File: config.mk
export PLATFORM = sky130hd
export DESIGN_NAME = instr_fetch_unit
export DESIGN_NICKNAME = d
export VERILOG_FILES = /design/src/rtl/instr_fetch_unit.sv
export SDC_FILE = /design/constraint.sdc
export NUM_CORES = 1
export LEC_CHECK = 0
export CAP_MARGIN = 20
export CORE_AREA = 3 3 151 153
export CTS_BUF_LIST = sky130_fd_sc_hd__clkbuf_4 sky130_fd_sc_hd__clkbuf_8
export CTS_CLUSTER_SIZE = 25
export DETAILED_ROUTE_END_ITERATION = 8
export DIE_AREA = 0 0 154 156
export SETUP_SLACK_MARGIN = 0.15
export SYNTH_ARGS = -nofsm -noshare
export SYNTH_HDL_FRONTEND = slang
export SYNTH_SLANG_ARGS = --single-unit
File: constraint.sdc
create_clock -name clk -period 4.25 [get_ports clk]
set_input_delay 0.425 -clock clk [delete_from_list [all_inputs] [get_ports clk]]
set_output_delay 0.425 -clock clk [all_outputs]
set_load 0.01 [all_outputs]
File: src/rtl/instr_fetch_unit.sv
// Instruction prefetcher: keeps a fetch PC and a show-ahead FIFO of {instr, pc}; one memory request in flight.
// Latency: request issues the cycle after ack at the earliest; pushed data is visible at the head the cycle after ack.
// Backpressure: requests stall while the FIFO would be full; optional drop counter enabled by FETCH_DROP_COUNT_EN.
module instr_fetch_unit #(
  parameter int DATA_W   = 16,
  parameter int ADDR_W   = 16,
  parameter int DEPTH    = 4,
  parameter int PC_STEP  = 2,
  parameter int RESET_PC = 0
) (
  input  logic                      clk,
  input  logic                      rst_b,
  output logic                      mem_req,
  output logic [ADDR_W-1:0]         mem_addr,
  input  logic                      mem_ack,
  input  logic [DATA_W-1:0]         mem_rdata,
  input  logic                      redir_valid,
  input  logic [ADDR_W-1:0]         redir_pc,
  output logic                      instr_valid,
  output logic [DATA_W-1:0]         instr_data,
  output logic [ADDR_W-1:0]         instr_pc,
  input  logic                      instr_ready,
  output logic [$clog2(DEPTH):0]    fill_level
`ifdef FETCH_DROP_COUNT_EN
  ,
  output logic [15:0]               drop_cnt
`endif
);

  localparam int PW = $clog2(DEPTH);
  localparam int CW = PW + 1;
  localparam logic [CW-1:0]     DEPTH_C = CW'(DEPTH);
  localparam logic [ADDR_W-1:0] RST_PC  = ADDR_W'(RESET_PC);
  localparam logic [ADDR_W-1:0] STEP    = ADDR_W'(PC_STEP);

  typedef enum logic [1:0] {
    S_IDLE,
    S_WAIT,
    S_DISCARD
  } state_t;

  state_t            state_q, state_d;
  logic [ADDR_W-1:0] fpc_q, fpc_d;
  logic [ADDR_W-1:0] addr_q, addr_d;
  logic [PW-1:0]     rd_ptr_q, rd_ptr_d;
  logic [PW-1:0]     wr_ptr_q, wr_ptr_d;
  logic [CW-1:0]     count_q, count_d;
  logic [DATA_W-1:0] dat_q [DEPTH];
  logic [DATA_W-1:0] dat_d [DEPTH];
  logic [ADDR_W-1:0] pcs_q [DEPTH];
  logic [ADDR_W-1:0] pcs_d [DEPTH];

  logic pop;
  logic space;
  logic issue;
  logic push;

`ifdef FETCH_DROP_COUNT_EN
  logic [15:0] drop_q, drop_d;
  logic [CW-1:0] flushed;
  logic          ack_drop;
  logic [17:0]   drop_sum;
`endif

  assign instr_valid = (count_q != '0);
  assign instr_data  = dat_q[rd_ptr_q];
  assign instr_pc    = pcs_q[rd_ptr_q];
  assign fill_level  = count_q;
  assign mem_addr    = addr_q;
  // IDLE request is combinational so a redirect can suppress it in the same cycle.
  assign mem_req     = rst_b && ((state_q != S_IDLE) || issue);

  always_comb begin
    pop   = instr_valid && instr_ready;
    space = (count_q - CW'(pop)) < DEPTH_C;
    issue = (state_q == S_IDLE) && !redir_valid && space;
    push  = (state_q == S_WAIT) && mem_ack && !redir_valid;

    state_d  = state_q;
    fpc_d    = fpc_q;
    rd_ptr_d = rd_ptr_q;
    wr_ptr_d = wr_ptr_q;
    count_d  = count_q;
    dat_d    = dat_q;
    pcs_d    = pcs_q;

    case (state_q)
      S_IDLE: begin
        if (issue) state_d = S_WAIT;
      end
      S_WAIT: begin
        if (mem_ack)          state_d = S_IDLE;
        else if (redir_valid) state_d = S_DISCARD;
      end
      S_DISCARD: begin
        if (mem_ack) state_d = S_IDLE;
      end
      default: state_d = S_IDLE;
    endcase

    if (redir_valid) begin
      fpc_d    = redir_pc;
      rd_ptr_d = '0;
      wr_ptr_d = '0;
      count_d  = '0;
    end else begin
      if (push) begin
        dat_d[wr_ptr_q] = mem_rdata;
        pcs_d[wr_ptr_q] = fpc_q;
        wr_ptr_d        = wr_ptr_q + PW'(1);
        fpc_d           = fpc_q + STEP;
      end
      if (pop) rd_ptr_d = rd_ptr_q + PW'(1);
      count_d = count_q + CW'(push) - CW'(pop);
    end

    // The address register follows fpc whenever no request is in flight, and freezes otherwise.
    addr_d = (state_d == S_IDLE) ? fpc_d : addr_q;
  end

`ifdef FETCH_DROP_COUNT_EN
  always_comb begin
    flushed  = redir_valid ? count_q : '0;
    ack_drop = mem_ack && (((state_q == S_WAIT) && redir_valid) || (state_q == S_DISCARD));
    drop_sum = 18'(drop_q) + 18'(flushed) + 18'(ack_drop);
    drop_d   = (drop_sum > 18'h0FFFF) ? 16'hFFFF : drop_sum[15:0];
  end

  assign drop_cnt = drop_q;
`endif

  always_ff @(posedge clk) begin
    if (!rst_b) begin
      state_q  <= S_IDLE;
      fpc_q    <= RST_PC;
      addr_q   <= RST_PC;
      rd_ptr_q <= '0;
      wr_ptr_q <= '0;
      count_q  <= '0;
      for (int i = 0; i < DEPTH; i++) begin
        dat_q[i] <= '0;
        pcs_q[i] <= '0;
      end
`ifdef FETCH_DROP_COUNT_EN
      drop_q   <= '0;
`endif
    end else begin
      state_q  <= state_d;
      fpc_q    <= fpc_d;
      addr_q   <= addr_d;
      rd_ptr_q <= rd_ptr_d;
      wr_ptr_q <= wr_ptr_d;
      count_q  <= count_d;
      dat_q    <= dat_d;
      pcs_q    <= pcs_d;
`ifdef FETCH_DROP_COUNT_EN
      drop_q   <= drop_d;
`endif
    end
  end

endmodule

* Word-level counts from Yosys, hierarchy flattened
Cells that the tools add are included.
** Storage, ports and cells
- Flip-flop bits (word level) :: 169
- Bits in latches :: 0
- Memory bits (writable) :: 0
- ROM bits :: 0
- Input bits :: 37
- Word-level logic and storage cells :: 62
- Memories :: 0
** Operators by class
- Add/sub/neg operators :: 6
- Multiply operators :: 0
- Div/mod/pow operators :: 0
- $lt $le $gt $ge :: 4
- Eq/ne operators :: 2
- Shift-type cells :: 0
- Muxes and demuxes :: 17
- Bitwise logic cells :: 4
- Reductions and logical operators :: 15
** Operator list (number)
- $bwmux 64 :: 2
- $mux 16 :: 7
- $bmux 16 s2 :: 2
- $demux 16 s2 :: 1
- $add 16x2->16 const B :: 1
- $mux 2 :: 4
- $logic_and 1x1->1 :: 7
- $ge 3x3->1 const B :: 2
- $not 2->3 :: 2
- $pmux 2 s3 :: 1
- $sub 3x1->3 :: 2
- $add 2x1->2 const B :: 2
- $logic_not 2->1 :: 2
- $add 3x1->3 :: 1
- $lt 3x1->1 const B :: 1
- $lt 3x3->1 const B :: 1
- $reduce_bool 3->1 :: 1
- $eq 2x1->1 const B :: 1
- $eq 2x2->1 const B :: 1
- $not 1->1 :: 2
- $reduce_and 2->1 :: 1
- $reduce_bool 2->1 :: 1
- $reduce_or 2->1 :: 1
- $logic_not 1->1 :: 1
- $logic_or 1x1->1 :: 1

* Logic depth before layout (Yosys ltp)
- Depth in word-level cells :: 8
- Depth in mapped cells :: 10

* Worst setup path before layout
OpenSTA, ideal clock, no wires.
- Path kind :: register -> register
- Start point :: register count_q[0] (netlist: fill_level[0])
- End point :: register count_q[2] (netlist: fill_level[2])
- Data arrival time :: 2.162 ns
- Path slack :: 1.970 ns
- Stages on the path, launching flop included :: 10
- Path buffers :: 0
- Period minus slack after synthesis :: 2.280 ns
- Cells stage by stage :: dfxtp_1 or3_1 and2_1 ha_1 inv_1 ha_1 fa_1 xnor2_1 xnor2_1 nor2_1
** Between the ends
- Word-level cells in the longest chain between the ends :: 3
- Elaborated cells between the ends (all ways) :: 4
** RTL lines
- start, declared :: RTL line 47 : logic [CW-1:0] count_q, count_d;
- start signal, assigned :: RTL line 153 : count_q <= count_d;
- $reduce_bool 3->1 :: RTL line 65 : assign instr_valid = (count_q != '0);
- via instr_valid :: RTL line 19 : output logic instr_valid,
- $logic_and 1x1->1 :: RTL line 74 : pop = instr_valid && instr_ready;
- $sub 3x1->3 :: RTL line 114 : count_d = count_q + CW'(push) - CW'(pop);
The timed path passes the listed nets, and every way through them passes these cells.
A chain may end at the register's enable or synchronous reset.

* Worst setup path after layout
- Start point :: register rd_ptr_q[1]
- End point :: output instr_data[5]
** Between the ends
- Word-level cells in the longest chain between the ends :: 4
** RTL lines
- start, declared :: RTL line 45 : logic [PW-1:0] rd_ptr_q, rd_ptr_d;
- start signal, assigned :: RTL line 151 : rd_ptr_q <= rd_ptr_d;
- $not 2->3 (implied by the code) :: RTL line 66 : assign instr_data = dat_q[rd_ptr_q];
- $bmux 16 s2 :: RTL line 66
- $mux 16 (implied by the code) (2 in a row) :: RTL line 66
- end, declared :: RTL line 20 : output logic [DATA_W-1:0] instr_data,
Every way passes these cells. The select of a mux whose other input is x is not followed.

==> results.cfg <==
[finish]
area_delta_synth_final_pct = 19.12
final_layout_size_suffix_gt1_frac = 0.09251
fin_nets = 940
n_antenna_cell = 0

[die]
die_area_sq_mm = 0.02402
die_w_microns = 154
start_util = 0.3476
fp.dieH_microns = 156
coreArea_sq_mm = 0.02169
ios = 90
num_rows = 54

[detailed_routing]
drc_errors = 0
vias = 5846
drtPass1Iterations = 4
dr.first_iter.drc_count = 331
via_per_inst = 4.921
drtAntennaViolNets = 0
wl_microns = 19280
wl_per_cell_microns = 16.23

[clocking]
h-tree-depth = 4
clkLatencyLatePin_ns = 0.45
clock_path_buffers = 2
cts_hold_buffers = 0
cts_made_buffers = 17
cts_setup_buffers = 0
cts_tree = done
post_cts_resize_count = 0
cts_sinks = 169
cts-root-buf = clkbuf_8
clkTransAtPathRegs_ns = 0.08

[critical_path]
path_max_fanout = 33
r2r_start = state_q[0]$_SDFF_PN0_
crit_chain = mux4_2 -> clkdlybuf4s50_1
rrSetupSlack_ns = 1.84
cp-start-kind = flop
critPathLaunch = rd_ptr_q[1]$_SDFFE_PP0N_
worstSetupEndpoint = instr_data[5]
critical_path_class = reg -> out
worstPathArrival_ns = 2.62
reg2reg_to = fill_level[2]$_SDFF_PP0_
cp.required_ns = 3.83
r2r_cells = 10
cp-end-kind = output pin
slowest_stage = dfxtp_2
critPathMaxStageDelay_ns = 1.04

[global_route]
track_usage = 0.1654
grt_max_degree = 132
grt_antenna_before_repair = 0
gr-total-overflow = 0
grt_pass1_wl_microns = 32050
grt_pass1_vias = 5995

[timing]
finalSetupViolCount = 0
finalHoldViolations = 0
finalCritPeriodShare = 0.7164
max_slew.worst_pin.slew_ns = 1.109
fmax_ghz = 0.3284
tns_ns = 0
rsz0062_at_grt = no
fin_skew_ns = 0.01648
period_needed_ns = 3.045
drv_slew = 0
relSlewSlack = 0.2608

[logic_synthesis]
syn_nets = 890
async_reset_ff_frac = 0
netlist_instances = 845
synth_area_sq_mm = 0.007538
ys_seq_area_frac = 0.4488
synth-main-ff-cell = dfxtp_1
yosysWarnings = 0
synth-edff-count = 0
synth_cell_types = 48
syn_avg_cell_area_sq_um = 8.921
ys_ff_latch = 169

[hold_path]
hp-class = in -> reg

[placed_design]
place.gp.congestion = 0.7748
port_buffers = 89
dp_hpwl_microns = 11910

[power_and_ir_drop]
total_leakage_power_nw = 2.987
power.density_mw_per_mm2 = 338.5
ir_drop_v = 0.0002134
power_mw = 3.040

[job]
drv_cap = 0

[status]
status = finished clean
cell usage in the layout, fill, tap and decap left out, types with 2 or more instances in the layout:
master           count
and3_1               6
nand3_1              9
nor2_1              14
a211oi_1             2
and4_1               3
a21boi_1            46
ha_1                 7
or4b_1               2
xor2_1               4
clkbuf_8            19
a21oi_1              9
o21ai_0             13
dfxtp_2              2
and2_1              10
a31oi_1              2
a21o_1               4
o211a_1              2
o31ai_1              5
clkinvlp_4           3
nand4_1              5
a21boi_0            88
inv_1                7
dfxtp_1            167
buf_4               13
nor2b_1              6
mux2i_1              5
or3_1                2
nand2b_1             9
bufinv_16            2
clkbuf_4             2
nand2_1            288
clkdlybuf4s50_1     88
o31a_1               2
mux4_2              32
clkinv_2             4
xnor2_1              8
how the worst min path moves through the flow:
stage | startpoint | to | slack (ns) | depth (start not counted)
global route | rst_b | mem_addr[0]$_SDFFE_PN0N_ | 0.36 | 2
detailed placement | pcs_q[29]$_SDFFE_PN0P_ | pcs_q[29]$_SDFFE_PN0P_ | 0.44 | 2
finish | rst_b | state_q[1]$_SDFF_PN0_ | 0.38 | 3
floorplan | pcs_q[17]$_SDFFE_PN0P_ | pcs_q[17]$_SDFFE_PN0P_ | 0.43 | 2
global placement | pcs_q[39]$_SDFFE_PN0P_ | pcs_q[39]$_SDFFE_PN0P_ | 0.44 | 2
CTS | rst_b | mem_addr[0]$_SDFFE_PN0N_ | 0.35 | 2
cells by family after synthesis:
kind of cell	after synthesis	share of synthesized area
flops	169	0.4488
mux	37	0.1022
simple gates	363	0.2040
xor+xnor	12	0.01394
fa+ha+maj	8	0.01427
buf+inv	80	0.04830
compound gates	176	0.1685
metrics by stage:
stage | utilization | area [sq um] | cells | setup WS (ns) | hold slack, ns
after global placement | 0.3945 | 8556 | 1155 | 1.268 | 0.4385
after CTS | 0.4128 | 8952 | 1187 | 1.138 | 0.3530
after global routing | 0.4140 | 8980 | 1188 | 1.062 | 0.3556
after detailed placement | 0.3945 | 8556 | 1155 | 1.231 | 0.4442
after floorplan | - | 7538 | 845 | 1.970 | 0.4319
final | 0.4140 | 8980 | 1188 | 1.205 | 0.3802
layout make-up:
| type | count | area (sq um) |
|---|---|---|
| Multi-Input combinational cell | 596 | 3791 |
| Timing Repair Buffer | 103 | 1026 |
| Inverter | 8 | 30.03 |
| Fill cell | 2127 | 12710 |
| Tap cell | 280 | 350.3 |
| Sequential cell | 169 | 3386 |
| Clock inverter | 11 | 120.1 |
| Clock buffer | 21 | 276.5 |
state kept, by name, summed over array words and instances, names as in the netlist:
name and count:
dat_q 64, fill_level 3, fpc_q 16, mem_addr 16
pcs_q 64, rd_ptr_q 2, state_q 2, wr_ptr_q 2
cells in the mapped netlist, types with 13 or more instances:
cell	n	area [sq um]
a21boi_0	88	660.6
a21boi_1	46	345.3
buf_2	38	190.2
clkbuf_1	28	105.1
dfxtp_1	169	3383
mux4_2	32	720.7
nand2_1	288	1081
nor2_1	14	52.55
o21ai_0	13	65.06
worst max-delay path: cells and delay by family (launching register included):
kind	cells	cell delay, ns
multiplexers	1	0.64
flip-flops	1	1.04
buffers and inverters	1	0.50
where the power goes:
part	switching, mW	internal [mW]	leakage (nW)
clock network	0.589	0.565	0.199
registers	0.0407	1.61	1.37
logic	0.110	0.123	1.42
metal layers:
layer / wire (microns) / share of wire / global-route usage
met2: 8876 / 0.46 / 0.2621
met4: 182 / 0.0094 / 0.04037
met3: 837 / 0.043 / 0.03689
met5: 0 / 0 / 0
met1: 9380 / 0.49 / 0.2308
Note: power is estimated with default switching activity, not from simulation.
